[config.mk]
export PLATFORM = sky130hd
export DESIGN_NAME = tick_scheduler
export DESIGN_NICKNAME = d
export VERILOG_FILES = /design/src/rtl/tick_scheduler_pkg.sv /design/src/rtl/tick_scheduler_land.sv /design/src/rtl/tick_scheduler.sv
export SDC_FILE = /design/constraint.sdc
export NUM_CORES = 1
export LEC_CHECK = 0
export ABC_CLOCK_PERIOD_IN_PS = 11400
export CAP_MARGIN = 15
export CORE_MARGIN = 2
export CORE_UTILIZATION = 45
export CTS_CLUSTER_SIZE = 25
export DETAILED_ROUTE_END_ITERATION = 12
export PLACE_DENSITY_LB_ADDON = 0.2
export SLEW_MARGIN = 10
export SYNTH_ARGS = -nofsm -noshare
export SYNTH_HDL_FRONTEND = slang
export SYNTH_HIERARCHICAL = 1
export SYNTH_SLANG_ARGS = --single-unit
[constraint.sdc]
create_clock -name sys_clk -period 11.4 [get_ports sys_clk]
set_input_delay 3.42 -clock sys_clk [delete_from_list [all_inputs] [get_ports sys_clk]]
set_output_delay 3.42 -clock sys_clk [all_outputs]
set_load 0.005 [all_outputs]
[src/rtl/tick_scheduler_pkg.sv]
`default_nettype none
// +----------------------------------------------------------------------------
// | tick_scheduler_pkg
// | Shared state encoding, physics widths and obstacle field-slice helpers.
// | Rev 1.0
// +----------------------------------------------------------------------------
package tick_scheduler_pkg;

    localparam int PHY_WIDTH        = 16;
    localparam int SIGNED_PHY_WIDTH = PHY_WIDTH + 1;
    localparam int N_OBS            = 7;
    localparam int BLOCK_PX         = 16;
    localparam int SCREEN_H         = 480;
    localparam int OBS_WBITS        = 4;

    typedef enum logic [2:0] {
        ST_IDLE   = 3'd0,
        ST_SAMPLE = 3'd1,
        ST_SCAN   = 3'd2,
        ST_DRAIN  = 3'd3,
        ST_STEP   = 3'd4,
        ST_CAM    = 3'd5
    } sched_state_t;

    // LSB of field k inside a packed per-obstacle bus of field_w-bit entries.
    function automatic int obs_lsb(input int k, input int field_w);
        return k * field_w;
    endfunction

endpackage
`default_nettype wire

[src/rtl/tick_scheduler_land.sv]
`default_nettype none
// +----------------------------------------------------------------------------
// | land_cmp
// | Registered single-obstacle landing comparator, one cycle of latency.
// | Rev 1.0
// +----------------------------------------------------------------------------
module land_cmp
    import tick_scheduler_pkg::*;
#(
    parameter int PHY_WIDTH = tick_scheduler_pkg::PHY_WIDTH,
    parameter int BLOCK_PX  = tick_scheduler_pkg::BLOCK_PX,
    parameter int CHAR_W    = 32,
    parameter int LAND_TOL  = 8
) (
    input  logic                 clk,
    input  logic                 rst,
    input  logic [PHY_WIDTH-1:0] char_x,
    input  logic [PHY_WIDTH:0]   char_y,
    input  logic [PHY_WIDTH-1:0] obs_x,
    input  logic [PHY_WIDTH-1:0] obs_y,
    input  logic [OBS_WBITS-1:0] obs_w,
    output logic                 hit
);

    localparam int SUM_W = PHY_WIDTH + 2;

    logic [SUM_W-1:0] w_x;
    logic [SUM_W-1:0] w_y;
    logic [SUM_W-1:0] w_ox;
    logic [SUM_W-1:0] w_oy;
    logic [SUM_W-1:0] w_x_right;
    logic [SUM_W-1:0] w_o_right;
    logic [SUM_W-1:0] w_o_top;
    logic             w_hit;
    logic             r_hit;

    // Two guard bits keep every sum exact; a negative y is rejected by its sign bit.
    always_comb begin
        w_x       = SUM_W'(char_x);
        w_y       = SUM_W'(char_y[PHY_WIDTH-1:0]);
        w_ox      = SUM_W'(obs_x);
        w_oy      = SUM_W'(obs_y);
        w_x_right = w_x + SUM_W'(CHAR_W);
        w_o_right = w_ox + SUM_W'(obs_w) * SUM_W'(BLOCK_PX);
        w_o_top   = w_oy + SUM_W'(LAND_TOL);
        w_hit     = (obs_w != '0) && !char_y[PHY_WIDTH]
                    && (w_x_right > w_ox) && (w_x < w_o_right)
                    && (w_y >= w_oy) && (w_y <= w_o_top);
    end

    always_ff @(posedge clk) begin
        if (rst) begin
            r_hit <= 1'b0;
        end else begin
            r_hit <= w_hit;
        end
    end

    assign hit = r_hit;

endmodule
`default_nettype wire

[src/rtl/tick_scheduler.sv]
`default_nettype none
// +----------------------------------------------------------------------------
// | tick_scheduler
// | Per-tick physics step sequencer: buttons, obstacle scan, step, camera.
// | Rev 1.0
// +----------------------------------------------------------------------------
module tick_scheduler
    import tick_scheduler_pkg::*;
#(
    parameter int PHY_WIDTH = tick_scheduler_pkg::PHY_WIDTH,
    parameter int N_OBS     = tick_scheduler_pkg::N_OBS,
    parameter int TICK_DIV  = 1024,
    parameter int BLOCK_PX  = tick_scheduler_pkg::BLOCK_PX,
    parameter int CHAR_W    = 32,
    parameter int LAND_TOL  = 8,
    parameter int SCREEN_H  = tick_scheduler_pkg::SCREEN_H,
    parameter int CAM_MAX   = 31
) (
    input  logic                         sys_clk,
    input  logic                         sys_rst,
    input  logic                         left_btn,
    input  logic                         right_btn,
    input  logic                         jump_btn,
    input  logic [PHY_WIDTH-1:0]         char_pos_x,
    input  logic [PHY_WIDTH:0]           char_pos_y,
    input  logic [N_OBS*PHY_WIDTH-1:0]   obstacle_abs_pos_x,
    input  logic [N_OBS*PHY_WIDTH-1:0]   obstacle_abs_pos_y,
    input  logic [N_OBS*OBS_WBITS-1:0]   obstacle_block_width,
    output logic                         step_en,
    output logic [2:0]                   btn_state,
    output logic [N_OBS-1:0]             hit_vec,
    output logic                         hit_any,
    output logic [2:0]                   hit_idx,
    output logic [4:0]                   camera_y,
    output logic                         regen_req,
    output logic                         busy,
    output logic                         overrun
);

    localparam int CNT_W = $clog2(TICK_DIV);
    localparam int IDX_W = (N_OBS > 1) ? $clog2(N_OBS) : 1;
    localparam int SUM_W = PHY_WIDTH + 2;

    sched_state_t          r_state;
    sched_state_t          w_next;
    logic [CNT_W-1:0]      r_cnt;
    logic                  r_tick;
    logic [IDX_W-1:0]      r_idx;
    logic                  r_issue;
    logic [IDX_W-1:0]      r_issue_idx;
    logic [PHY_WIDTH-1:0]  r_x;
    logic [PHY_WIDTH:0]    r_y;
    logic [2:0]            r_btn;
    logic                  r_jump_prev;
    logic                  r_jump_seen;
    logic [N_OBS-1:0]      r_hit_vec;
    logic [4:0]            r_cam;
    logic [PHY_WIDTH-1:0]  r_base;
    logic                  r_regen;
    logic                  r_overrun;
    logic                  w_rise;
    logic                  w_last;
    logic [PHY_WIDTH-1:0]  w_obs_x;
    logic [PHY_WIDTH-1:0]  w_obs_y;
    logic [OBS_WBITS-1:0]  w_obs_w;
    logic                  w_cmp_hit;
    logic [SUM_W-1:0]      w_y_mag;
    logic [SUM_W-1:0]      w_base;
    logic                  w_up;
    logic                  w_down;
    logic [2:0]            w_hit_idx;

    // Tick is registered so it is high exactly in the cycle the count reads 0.
    always_ff @(posedge sys_clk) begin
        if (sys_rst) begin
            r_cnt  <= '0;
            r_tick <= 1'b0;
        end else begin
            r_tick <= (r_cnt == CNT_W'(TICK_DIV - 1));
            r_cnt  <= (r_cnt == CNT_W'(TICK_DIV - 1)) ? '0 : r_cnt + CNT_W'(1);
        end
    end

    always_ff @(posedge sys_clk) begin
        if (sys_rst) begin
            r_state <= ST_IDLE;
        end else begin
            r_state <= w_next;
        end
    end

    assign w_last = (r_idx == IDX_W'(N_OBS - 1));

    always_comb begin
        w_next = r_state;
        case (r_state)
            ST_IDLE:   if (r_tick) w_next = ST_SAMPLE;
            ST_SAMPLE: w_next = ST_SCAN;
            ST_SCAN:   if (w_last) w_next = ST_DRAIN;
            ST_DRAIN:  w_next = ST_STEP;
            ST_STEP:   w_next = ST_CAM;
            ST_CAM:    w_next = ST_IDLE;
            default:   w_next = ST_IDLE;
        endcase
    end

    assign w_obs_x = obstacle_abs_pos_x[obs_lsb(int'(r_idx), PHY_WIDTH) +: PHY_WIDTH];
    assign w_obs_y = obstacle_abs_pos_y[obs_lsb(int'(r_idx), PHY_WIDTH) +: PHY_WIDTH];
    assign w_obs_w = obstacle_block_width[obs_lsb(int'(r_idx), OBS_WBITS) +: OBS_WBITS];

    land_cmp #(
        .PHY_WIDTH (PHY_WIDTH),
        .BLOCK_PX  (BLOCK_PX),
        .CHAR_W    (CHAR_W),
        .LAND_TOL  (LAND_TOL)
    ) u_land_cmp (
        .clk    (sys_clk),
        .rst    (sys_rst),
        .char_x (r_x),
        .char_y (r_y),
        .obs_x  (w_obs_x),
        .obs_y  (w_obs_y),
        .obs_w  (w_obs_w),
        .hit    (w_cmp_hit)
    );

    assign w_rise = jump_btn & ~r_jump_prev;

    always_comb begin
        w_y_mag = SUM_W'(r_y[PHY_WIDTH-1:0]);
        w_base  = SUM_W'(r_base);
        w_up    = !r_y[PHY_WIDTH] && (w_y_mag >= w_base + SUM_W'(SCREEN_H))
                  && (r_cam < 5'(CAM_MAX));
        w_down  = (r_y[PHY_WIDTH] || (w_y_mag < w_base)) && (r_cam != '0);
    end

    always_ff @(posedge sys_clk) begin
        if (sys_rst) begin
            r_idx       <= '0;
            r_issue     <= 1'b0;
            r_issue_idx <= '0;
            r_x         <= '0;
            r_y         <= '0;
            r_btn       <= '0;
            r_jump_prev <= 1'b0;
            r_jump_seen <= 1'b0;
            r_hit_vec   <= '0;
            r_cam       <= '0;
            r_base      <= '0;
            r_regen     <= 1'b0;
            r_overrun   <= 1'b0;
        end else begin
            r_jump_prev <= jump_btn;
            r_regen     <= 1'b0;
            r_issue     <= (r_state == ST_SCAN);
            r_issue_idx <= r_idx;
            if (r_tick && (r_state != ST_IDLE)) begin
                r_overrun <= 1'b1;
            end
            // A press landing in the SAMPLE cycle itself is carried to the next step.
            if (r_state == ST_SAMPLE) begin
                r_jump_seen <= w_rise;
            end else if (w_rise) begin
                r_jump_seen <= 1'b1;
            end
            if (r_state == ST_SAMPLE) begin
                r_x       <= char_pos_x;
                r_y       <= char_pos_y;
                r_btn     <= {r_jump_seen, right_btn, left_btn};
                r_hit_vec <= '0;
                r_idx     <= '0;
            end
            if ((r_state == ST_SCAN) && !w_last) begin
                r_idx <= r_idx + IDX_W'(1);
            end
            if (r_issue) begin
                r_hit_vec[r_issue_idx] <= w_cmp_hit;
            end
            if (r_state == ST_CAM) begin
                if (w_up) begin
                    r_cam   <= r_cam + 5'd1;
                    r_base  <= r_base + PHY_WIDTH'(SCREEN_H);
                    r_regen <= 1'b1;
                end else if (w_down) begin
                    r_cam   <= r_cam - 5'd1;
                    r_base  <= r_base - PHY_WIDTH'(SCREEN_H);
                    r_regen <= 1'b1;
                end
            end
        end
    end

    always_comb begin
        w_hit_idx = '0;
        for (int k = N_OBS - 1; k >= 0; k--) begin
            if (r_hit_vec[k]) w_hit_idx = 3'(k);
        end
    end

    assign step_en   = (r_state == ST_STEP);
    assign busy      = (r_state != ST_IDLE);
    assign btn_state = r_btn;
    assign hit_vec   = r_hit_vec;
    assign hit_any   = |r_hit_vec;
    assign hit_idx   = w_hit_idx;
    assign camera_y  = r_cam;
    assign regen_req = r_regen;
    assign overrun   = r_overrun;

endmodule
`default_nettype wire

# ---- Yosys cells after proc, flatten, opt, wreduce, memory -nomap -nowiden
# Cells that the tools add are included.
dict set report totals {
  reg_bits 90
  word_cells 103
  output_inout_bits 23
  input_bits 290
}
dict set report classes {
  n_lt_le_gt_ge 9
  shift 3
  n_reduce_logical 26
  bitwise_logic 3
  muxes 26
  n_addsub 10
  n_eq_ne 9
}
# cell count
set ops {}
lappend ops {{variable part select 112 x 8 -> 16 bit} 2}
lappend ops {{2-to-1 mux 3 bit} 11}
lappend ops {{2-to-1 mux 16 bit} 2}
lappend ops {{variable part select 28 x 6 -> 4 bit} 1}
lappend ops {{2-to-1 mux 7 bit} 3}
lappend ops {{> comparator 18 x 16 -> 1 bit} 1}
lappend ops {{less-or-equal comparator 16 x 18 -> 1 bit} 1}
lappend ops {{< comparator 16 x 18 -> 1 bit} 1}
lappend ops {{adder 16 x 4 -> 17 bit, second input constant} 1}
lappend ops {{adder 16 x 6 -> 17 bit, second input constant} 1}
lappend ops {{adder 16 x 8 -> 17 bit} 1}
lappend ops {{adder 16 x 9 -> 17 bit, second input constant} 1}
lappend ops {{>= comparator 16 x 17 -> 1 bit} 1}
lappend ops {{adder 16 x 9 -> 16 bit, second input constant} 1}
lappend ops {{>= comparator 16 bit} 1}
lappend ops {{< comparator 16 bit} 1}
lappend ops {{subtractor 16 x 9 -> 16 bit, second input constant} 1}
lappend ops {{one-hot mux 3 bit (5 select lines)} 1}
lappend ops {{logical AND 1 bit} 11}
lappend ops {{adder 10 x 1 -> 10 bit, second input constant} 1}
lappend ops {{equality test 10 bit, second input constant} 1}
lappend ops {{2-to-1 mux 5 bit} 2}
lappend ops {{equality test 3 bit, second input constant} 3}
lappend ops {{bitwise mux 7 bit} 1}
lappend ops {{23 further kinds} 35}

# ---- Longest topological paths before layout
dict set report depth {
  depth_word 7
  ltp_mapped 21
  depth_no_buf 19
}

# ---- Hierarchy
# The synthesis kept the hierarchy.
# mod area_each_um2 cells_each n_inst seq_area_each_um2
set by_module_without_submodules {}
lappend by_module_without_submodules {tick_scheduler 6388.6 784 1 1681.6}
lappend by_module_without_submodules {land_cmp 2093.3 274 1 20.0}

# ---- Least setup slack after synthesis
# OpenSTA, ideal clock, no wires.
dict set report synth_path {
  path_type {input -> register}
  start {input port obstacle_abs_pos_x[53]}
  end {register u_land_cmp.r_hit (netlist: u_land_cmp/hit)}
  path_slack_ns 4.884
  t_arrival_ns 6.429
  path_buffers 0
  setup_time_ns 0.088
  path_stages 17
  t_required_ns 11.312
  cell_sequence {mux4_2 > nor2_1 > a21oi_1 > ha_1 > a21o_1 > a21oi_1 > nor2b_1 > o21ai_1 > nor2_1 > xnor2_1 > ha_1 > nand4_1 > nor2_1 > a221o_1 > nor3_1 > a311oi_1 > nor4_2}
}
dict set report synth_between {
  elab_chain_len 6
  word_cells_on_any_way 8
}
# item line_no
set synth_lines {}
lappend synth_lines {{start: declaration} tick_scheduler.sv:26} ;# input logic [N_OBS*PHY_WIDTH-1:0] obstacle_abs_pos_x,
lappend synth_lines {{variable part select 112 x 8 -> 16 bit (*)} tick_scheduler.sv:107} ;# assign w_obs_x = obstacle_abs_pos_x[obs_lsb(int'(r_idx), PHY_WIDTH) +: PHY_WIDTH];
lappend synth_lines {{net w_obs_x[5]} tick_scheduler.sv:63} ;# logic [PHY_WIDTH-1:0] w_obs_x;
lappend synth_lines {{adder 16 x 8 -> 17 bit or > comparator 18 x 16 -> 1 bit (tied branches)} {tick_scheduler_land.sv:44, tick_scheduler_land.sv:47}}
lappend synth_lines {{< comparator 16 x 18 -> 1 bit or logical AND 1 bit (tied branches)} tick_scheduler_land.sv:47} ;# && (w_x_right > w_ox) && (w_x < w_o_right)
lappend synth_lines {{logical AND 1 bit (*)} tick_scheduler_land.sv:47}
lappend synth_lines {{logical AND 1 bit (*) (2 in a row)} tick_scheduler_land.sv:48} ;# && (w_y >= w_oy) && (w_y <= w_o_top);
lappend synth_lines {{end signal: assignment} tick_scheduler_land.sv:55} ;# r_hit <= w_hit;
lappend synth_lines {{end: declaration} tick_scheduler_land.sv:35} ;# logic r_hit;
# The timed path passes the listed nets; every way through them passes the cells marked *.
# A chain may end at the register's enable or synchronous reset.

# ---- Worst setup path in the final report
dict set report layout_path {
  start {input port obstacle_block_width[6]}
  end {register u_land_cmp.r_hit (netlist: u_land_cmp/hit)}
}
dict set report layout_between {
  elab_chain_len 7
  word_cells_on_any_way 9
}
# item line_no
set layout_lines {}
lappend layout_lines {{start: declaration} tick_scheduler.sv:28} ;# input logic [N_OBS*OBS_WBITS-1:0] obstacle_block_width,
lappend layout_lines {{variable part select 28 x 6 -> 4 bit (*)} tick_scheduler.sv:109} ;# assign w_obs_w = obstacle_block_width[obs_lsb(int'(r_idx), OBS_WBITS) +: OBS_WBITS];
lappend layout_lines {{net w_obs_w[2]} tick_scheduler.sv:65} ;# logic [OBS_WBITS-1:0] w_obs_w;
lappend layout_lines {{branches (longest 3 deep; another with < comparator 16 x 18 -> 1 bit)} n/a}
lappend layout_lines {{logical AND 1 bit (*)} tick_scheduler_land.sv:47}
lappend layout_lines {{logical AND 1 bit (*) (2 in a row)} tick_scheduler_land.sv:48}
# Mark *: on every way through the listed nets, which the timed path passes.

==> results.toml <==
[worst_setup_path]
critical_path_class = "in -> reg"
path_buf_inv = 1
cpLargestDelayFamily = "compound AO/OA/AOI/OAI gates"
cp.required_ps = 11670
worst-path-max-fanout = 4
end_kind = "flip-flop"
crit_path_max_incr_delay_ps = 520
crit_chain = "clkdlybuf4s50_1 > mux4_2 > nor2_1 > a21oi_1 > ha_1 > a21oi_1 > nor2b_1 > o21ai_1 > nor2_1 > xnor2_1 > ha_1 > nand4_1 > nor2_1 > a221o_1 > nor3_1 > a311oi_1 > nor4_2"
cpMostUsedCell = "nor2_1"
critPathSlowestCell = "clkdlybuf4s50_1"
crit_arrival_ps = 7260
critPathLaunchType = "input pin"

[die]
row_count = 50
die_w_um = 141
dieArea_mm2 = 0.0200
core_area_mm2 = 0.0186
ios = 313
initial_utilization = 0.456
die_y_um = 141

[timing]
drv_slew = 0
worstMarginPinSlew_ps = 921
period_needed_ps = 6990
hold_viol_final = 0
fin_tns_setup_ps = 0
fin_skew_ps = 7.56
rsz0062_at_grt = "false"
setup_viol = 0
relSlewSlack = 0.386
period_share = 0.613
layout_setup_ws_ps = 4410
fmax_ghz = 0.143

[routing]
wl_per_cell_um = 18.8
drcViolationCount = 0
ant_nets = 0
vias = 8895
wl_um = 29700
firstDrtPassIters = 7
via_per_inst = 5.63
drt_iter0_drc = 501

[cells_and_area]
areaGrowthSynthToFinish_pct = 42.1
multiInputGateArea_mm2 = 0.00634
drive_gt1_frac = 0.0625
antenna_cells = 0
regArea_mm2 = 0.00171
fill_cells = 1602
layout.cells.non_filler = 1579
nNetsFinal = 1734

[cts]
cts_resized = 0
ctsHoldBuffers = 0
cts-root-buf = "clkbuf_16"
clk_latency_ps = 350
numCtsBuffers = 9
cts_setup_buffers = 0
clkTransAtPathRegs_ps = 70
clock_path_buffers = 2
cts_tree = "built"
cts-htree-levels = 3
numClockSinks = 85

[pwr]
p_leak_uw = 0.00480
cellPowerDensity_mw_per_mm2 = 65.2
ir_worst_vdd_uv = 65.1

[synthesis]
syn-num-nets = 1452
synth.cell_area_mm2 = 0.00848
synthCells = 1058
avgSynthCellArea_um2 = 8.02
async_flop_share = 0
synthDominantCellAreaShare = 0.201
yosysWarnings = 6
synth_top_cells_by_count = "a21oi_1 (150), nor2_1 (134), nand2_1 (109)"
synth_seq_area_share = 0.201
yosysTopAreaCell = "dfxtp_1"
yosysMostFrequentCell = "a21oi_1"
synth_edf_count = 0
synth_seq_cells = 85
yosysUniqueCellTypes = 66
synth_area_leaders = "dfxtp_1 (20%), ha_1 (15%), mux4_2 (9.6%)"
synth_ff_type = "dfxtp_1"

[placement]
hpwlAfterDp_um = 24200
pre_cts_ws_ps = 4070
portBuffers = 312
place.gp.congestion = 0.978
dp.cells = 1563

[global_routing]
antenna_found_initial = 3
grt_pass1_wl_um = 46300
grt_max_degree = 80
gr-total-overflow = 0
grtUsageTotal = 0.297
grt_pass1_vias = 8703

[flow_run]
cap_violations = 0

[run_status]
status = "complete, no violations"

[hold_path]
hold_class = "reg -> reg"
==> state kept, by name (all words and copies together) (netlist names) <==
register and flops:
r_cnt 10, r_issue_idx 3, btn_state 3, regen_req 1, r_jump_seen 1, r_idx 3, hit_vec 7, r_x 16
overrun 1, r_y 17, r_issue 1, camera_y 5, r_base 11, r_state 3, r_jump_prev 1, r_tick 1
u_land_cmp/hit 1
==> where the power goes <==
group	internal (uW)	switching (uW)	total [uW]
Sequential	298	0.990	299
Clock	168	137	305
Combinational	119	62.8	182
Total	585	201	785
==> through the flow <==
step | hold WS, ps | area (um2) | total power [uW] | util
2_1_floorplan | 430 | 8480 | 368 | -
3_3_place_gp | 439 | 11700 | 483 | 0.632
3_5_place_dp | 446 | 11700 | 486 | 0.632
4_1_cts | 456 | 12000 | 792 | 0.648
5_1_grt | 492 | 12000 | 820 | 0.648
6_report | 455 | 12000 | 786 | 0.648
==> cells in the final DEF, fill, tap and decap left out, types with 3 or more instances in the layout <==
cell	count
or4_1	5
nand3_1	39
a2111oi_0	5
nor2b_1	19
clkbuf_16	10
ha_1	101
clkdlybuf4s50_1	311
o21a_1	4
a31oi_1	4
o21bai_1	3
nor4_1	7
mux2i_1	44
inv_1	60
o21ai_0	15
fa_1	3
nor2_1	133
xnor2_1	37
nand2b_1	5
buf_4	7
nand2_1	109
or3_1	3
nor3_1	15
o2111ai_1	3
mux2_2	6
mux4_2	36
a21o_1	16
o211ai_1	3
nand4_1	16
dfxtp_1	82
a32oi_1	3
and3_1	6
xor2_1	16
a21oi_1	150
a211o_1	4
inv_8	3
a211oi_1	16
==> logic make-up after synthesis <==
| kind of cell | after synthesis | share of synthesized area |
|---|---|---|
| simple gates | 378 | 0.209 |
| fa+ha+maj | 104 | 0.156 |
| compound gates | 243 | 0.171 |
| xor+xnor | 53 | 0.0547 |
| flops | 85 | 0.201 |
| buf+inv | 109 | 0.0533 |
| mux | 86 | 0.155 |
==> worst paths after layout <==
kind	startpoint	endpoint	slack [ps]	cells past startpoint
max reg2reg	r_base[5]$_SDFFE_PP0P_	r_base[11]$_SDFFE_PP0P_	5950	19
min reg2reg	r_jump_seen$_SDFFE_PP0P_	btn_state[2]$_SDFFE_PP0P_	460	2
max	obstacle_block_width[6]	u_land_cmp/hit$_SDFF_PP0_	4410	17
min	r_jump_seen$_SDFFE_PP0P_	btn_state[2]$_SDFFE_PP0P_	460	2
==> cell type report <==
type	instances	share of cell area
multi-input cells	864	0.526
repair buffers	319	0.263
flip-flops and latches	85	0.142
well taps	234	0.0243
clock buffers	10	0.0208
inverters	61	0.0190
clock inverters	6	0.00498
==> worst min-delay path: stages, from the launching register on <==
cell and delay [ps]:
dfxtp_1 310, nand2_1 50, a21oi_1 50
==> per-layer routing <==
layer	up-vias	track usage	part of all wire
met5	-	0	0.00091
met4	4	0.0995	0.034
met3	55	0.0803	0.069
met2	307	0.505	0.47
met1	4140	0.364	0.42
li1	4389	-	-
Power figures use the tool's default switching activity.
==> RTL edit 1: new RTL, same settings <==
Set the parameter `TICK_DIV` to 4096 (it was 1024).
--- a/src/rtl/tick_scheduler.sv
+++ b/src/rtl/tick_scheduler.sv
@@ -11,3 +11,3 @@
     parameter int N_OBS     = tick_scheduler_pkg::N_OBS,
-    parameter int TICK_DIV  = 1024,
+    parameter int TICK_DIV  = 4096,
     parameter int BLOCK_PX  = tick_scheduler_pkg::BLOCK_PX,
Function: no difference found for any inputs over 10 cycles, from zero or initial values and one cycle with sys_rst high; that may be too few to reach the edited logic, so the function may still have changed.
==> RTL edit 1 against the original RTL <==
- wire length rose by 2.6%
- power fell by 2.0%
- sequential cell count rose by 2
- synthesized area rose by 1.0%
- via count rose by 1.0%
- setup slack improved by 47 ps
- design area rose by 0.65%
- combinational power rose by 2%
==> RTL edit 1: results (changes against the original RTL) <==
metric;value;unit;change
outcome;finished clean;;unchanged
Yosys reg bits;87;;was 85
Cell variety after synth;65;;was 66
vias in the first global route;8774;;was 8703
VDD IR-drop max;0.0001156;V;was 0.00006510 V
Worst path max stage delay;540;ps;was 520 ps
sequential area share after synthesis;20.33;%;was 20.06%
fraction of layout cells with a size suffix above 1;6.047;%;was 6.245%
placed cell count;1574;;was 1563
Avg WL per Cell;19.17;µm;was 18.84 µm
Tot GR Track Use;30.23;%;was 29.68%
first-pass GRT wire length;47210;µm;was 46310 µm
synth top area cells;dfxtp_1 (20%), ha_1 (15%), mux4_2 (9.5%);;was dfxtp_1 (20%), ha_1 (15%), mux4_2 (9.6%)
max layer used;met4;;was met5
hold path start;r_x[0];;was r_jump_seen
dpl cell area;11850;µm²;was 11740 µm²
routability cong.;0.9353;;was 0.9781
Worst R2R Start;r_idx[1];;was r_base[5]
routed wl met2;14090;µm;was 14070 µm
WL met1;12300;µm;was 12590 µm
nets;1745;;was 1734
CP Launch Point;obstacle_abs_pos_x[5];;was obstacle_block_width[6]
Switching Fraction;24.67;%;was 25.57%
top cells by count, synth;a21oi_1 (151), nor2_1 (137), nand2_1 (108), ha_1 (101), dfxtp_1 (87);;was a21oi_1 (150), nor2_1 (134), nand2_1 (109), ha_1 (101), dfxtp_1 (85)
Avg Inst Size Synth;7.978;µm²;was 8.017 µm²
met3 wire len;2591;µm;was 2058 µm
DR pass1 iterations;4;;was 7
vias per cell;5.644;;was 5.633
CP top delay family;compound AO/OA/AOI/OAI gates;;unchanged
CP Max Fanout;4;;unchanged
post-detail-place hpwl;24640;µm;was 24200 µm
Slew headroom;38.96;%;was 38.60%
static leakage;4.792;nW;was 4.804 nW
-- RTL edit 1: cell count changes after synthesis, moves of 5 or more --
cell / unedited run / this run
a211oi_1: 16 / 9
and3_1: 6 / 11
mux2_1: 0 / 6
mux2_2: 6 / 0
o21ai_0: 15 / 10
-- RTL edit 1: power by group through the flow --
stage | Combinational (mW) | Clock, mW | Sequential [mW]
final | 0.186 | 0.278 | 0.306
after floorplan | 0.0636 | 0 | 0.313
after global placement | 0.182 | 0 | 0.313
after CTS | 0.186 | 0.287 | 0.306
after global routing | 0.201 | 0.299 | 0.306
after detailed placement | 0.185 | 0 | 0.313
-- RTL edit 1: logic make-up (layout without fill, tap and decap cells) --
kind of cell / count (synthesis) / after routing / share of synthesized area [%]
AND/OR/NAND/NOR: 382 / 382 / 20.84
AO/OA/AOI/OAI: 241 / 241 / 16.98
buffers and inverters: 119 / 401 / 5.389
adder cells (fa/ha/maj): 104 / 104 / 15.45
flip-flops: 87 / 87 / 20.33
multiplexers: 86 / 86 / 15.39
XOR/XNOR: 55 / 55 / 5.622
other: 0 / 2 / 0
-- RTL edit 1: final timing paths --
kind                    end  cells after the start  slack, ps
max          u_land_cmp/hit                     18       4460
min                  r_x[0]                      2        460
max reg2reg  u_land_cmp/hit                     19       6630
min reg2reg          r_x[0]                      2        460
-- RTL edit 1: cell type report --
type / instances / area, µm²
well taps: 234 / 292.8
diodes: 2 / 5.005
repair buffers: 320 / 3178
fillers: 1654 / 6578
inverters: 65 / 244.0
flip-flops and latches: 87 / 1750
clock buffers: 12 / 246.5
clock inverters: 4 / 31.28
multi-input cells: 868 / 6380
-- RTL edit 1: worst reg2reg max path, delay by kind of cell (launching register included) --
kind                       cells  cell delay, ps
buffers and inverters          1             700
AOI/OAI and AO/OA              9            1590
and+or+nand+nor                5             670
xor gates and xnor gates       1             140
adders and majority gates      2             650
DFF                            1             610
muxes                          1             330
-- RTL edit 1: per-stage QoR --
step	hold slack (ps)	setup slack, ps
2_1_floorplan	425.8	5052
3_5_place_dp	445.7	4185
5_1_grt	480.1	4306
6_report	455.2	4456
3_3_place_gp	440.4	4267
4_1_cts	457.6	4548
-- RTL edit 1: routing by layer --
| layer | global-route usage [%] | vias up |
|---|---|---|
| li1 | - | 4414 |
| met1 | 36.30 | 4181 |
| met2 | 50.01 | 321 |
| met3 | 8.647 | 69 |
| met4 | 14.11 | 0 |
| met5 | 0 | - |
==> RTL edit 2: new RTL, config.mk and constraints unchanged <==
Without the edit above. Put a register stage on the outputs `step_en`, `hit_any`, `hit_idx` and `busy`. The values now appear one clock later. The other outputs are not delayed to match.
--- a/src/rtl/tick_scheduler.sv
+++ b/src/rtl/tick_scheduler.sv
@@ -199,8 +199,10 @@
 
-    assign step_en   = (r_state == ST_STEP);
-    assign busy      = (r_state != ST_IDLE);
+    always_ff @(posedge sys_clk) begin
+        step_en <= (r_state == ST_STEP);
+        hit_any <= |r_hit_vec;
+        hit_idx <= w_hit_idx;
+        busy    <= (r_state != ST_IDLE);
+    end
     assign btn_state = r_btn;
     assign hit_vec   = r_hit_vec;
-    assign hit_any   = |r_hit_vec;
-    assign hit_idx   = w_hit_idx;
     assign camera_y  = r_cam;
Behaviour: same outputs for any inputs over 10 cycles, from zero or initial values and one cycle with sys_rst high; that may be too few to reach the edited logic, so the function may still have changed.
==> RTL edit 2 against the original RTL <==
- critical path depth up 2
- non-clock buffer count stayed put
- first-iteration DRC count decreased by 25%
- sequential cell count up 6
- setup slack better by 100 ps
- highest routed layer unchanged
- design area did not move
- synthesized area about the same
- clock power down 6%
- critical endpoint unchanged
- wire length down 6.1%
- die area about the same
- power fell by 0.39%
==> RTL edit 2: results (changes against the original RTL) <==
metric;value;unit;change
Port-buffer cells;312;;unchanged
outcome;finished clean;;unchanged
VDD IR-drop max;0.00007584;V;was 0.00006510 V
Ys Warns;6;;unchanged
CP Launch Point;obstacle_block_width[12];;was obstacle_block_width[6]
vias in the first global route;8419;;was 8703
fraction of layout cells with a size suffix above 1;6.702;%;was 6.245%
TritonCTS buffer count;9;;unchanged
Avg WL per Cell;17.87;µm;was 18.84 µm
first-pass GRT wire length;44460;µm;was 46310 µm
GR Layer Usage met2;50.36;%;was 50.51%
Async SR Flop Fraction;0;%;unchanged
syn nets;1435;;was 1452
CP Max Fanout;2;;was 4
post-detail-place hpwl;22650;µm;was 24200 µm
CP max stage cell;mux4_2;;was clkdlybuf4s50_1
synth top area cells;dfxtp_1 (21%), ha_1 (15%), mux4_2 (9.6%);;was dfxtp_1 (20%), ha_1 (15%), mux4_2 (9.6%)
Vias;8544;;was 8895
HP Class;register to register;;unchanged
largest area contributor in the netlist;dfxtp_1;;unchanged
Cell variety after synth;66;;unchanged
Tot GR Track Use;28.10;%;was 29.68%
cts repair resizes;0;;unchanged
hold path start;r_x[0];;was r_jump_seen
nets;1717;;was 1734
Switching Fraction;24.76;%;was 25.57%
ys flop type;dfxtp_1;;unchanged
dpl cell area;11760;µm²;was 11740 µm²
Worst R2R Start;r_base[5];;unchanged
maximum level of the CTS H-tree;3;;unchanged
Worst path max stage delay;460;ps;was 520 ps
routability cong.;0.9546;;was 0.9781
grt met3 use;6.547;%;was 8.032%
CTS max path bufs;2;;unchanged
Clk Latency, worst-skew pair;350;ps;about the same
DR pass1 iterations;5;;was 7
skew final;8.339;ps;was 7.563 ps
Slew @ Worst Pin;925.0;ps;was 920.8 ps
Critical Path AT;7160;ps;was 7260 ps
sequential area share after synthesis;21.47;%;was 20.06%
register clock-pin slew on the reported worst setup and hold paths;70;ps;about the same
largest registers;r_y x17, r_x x16, r_base x11;;unchanged
top cells by count, synth;a21oi_1 (143), nor2_1 (143), ha_1 (101), nand2_1 (99), dfxtp_1 (91);;was a21oi_1 (150), nor2_1 (134), nand2_1 (109), ha_1 (101), dfxtp_1 (85)
# Post-CTS Setup Buffers;0;;unchanged
initial antenna violation count;1;;was 3
met1 global-route usage;34.58;%;was 36.40%
static leakage;4.644;nW;was 4.804 nW
most flop-heavy register;r_y;;unchanged
Detailed Route Iter0 Violations;374;;was 501
largest net degree at the start of global routing;77;;was 80
Root Driver;clkbuf_16;;unchanged
## RTL edit 2: changes by cell type in the layout (fill, tap and decap cells not counted), moves of 5 or more
cell / delta
inv_2: +5
xnor2_1: +10
o21a_1: +7
nand2_1: -10
dfxtp_1: +6
a21oi_1: -7
inv_1: -6
a21o_1: -5
nor2_1: +9
a211oi_1: -7
nand3_1: -12
## RTL edit 2: power by group through the flow
stage               clock [mW]  sequential [mW]  combinational [mW]
finish                   0.287            0.320               0.176
CTS                      0.293            0.319               0.176
floorplan                    0            0.327              0.0604
global placement             0            0.327               0.172
global route             0.307            0.320               0.191
detailed placement           0            0.327               0.175
## RTL edit 2: cell families (layout without fill, tap and decap cells)
logic type,Yosys count,count (layout),synth area share (%)
other,0,1,0
adders and majority gates,104,104,15.60
buffers and inverters,108,395,5.000
and+or+nand+nor,364,364,19.71
muxes,84,84,15.27
AOI/OAI and AO/OA,231,231,16.86
DFF,91,91,21.47
xor gates and xnor gates,59,59,6.091
## RTL edit 2: worst paths after layout
| check | end | slack, ps | depth (start not counted) |
|---|---|---|---|
| min reg2reg | r_x[0] | 460 | 2 |
| max | u_land_cmp/hit | 4510 | 19 |
| max reg2reg | r_base[15] | 5540 | 19 |
| min | r_x[0] | 460 | 2 |
## RTL edit 2: routing by layer
layer  vias up  routed length [µm]
met3        39                1679
met2       257               13920
met5         -                  13
met4         2                 450
li1       4299                   -
met1      3947               11870
## RTL edit 2: cell type report
class | count | area (µm²)
Sequential cell | 91 | 1831
Timing Repair Buffer | 319 | 3171
Fill cell | 1641 | 6531
Clock buffer | 9 | 225.2
Clock inverter | 7 | 57.56
Tap cell | 234 | 292.8
Multi-Input combinational cell | 842 | 6245
Antenna cell | 1 | 2.502
Inverter | 60 | 225.2
## RTL edit 2: per-stage QoR
stage          worst slack [ps]  total power [mW]  hold slack [ps]  util (%)  std cells
6_report                   4511            0.7824            457.5     64.85       1563
5_1_grt                    4221            0.8180            467.4     64.84       1562
4_1_cts                    4479            0.7884            458.3     64.84       1562
3_5_place_dp               4113            0.5016            448.2     63.31       1546
3_3_place_gp               4178            0.4992            438.2     63.31       1546
2_1_floorplan              5058            0.3876            429.9         -       1041
## RTL edit 2: worst max-delay path, delay by kind of cell
family / cells / cell delay, ps
compound gates: 6 / 1110
xor+xnor: 1 / 130
fa+ha+maj: 3 / 740
buf+inv: 2 / 460
mux: 1 / 460
simple gates: 6 / 850
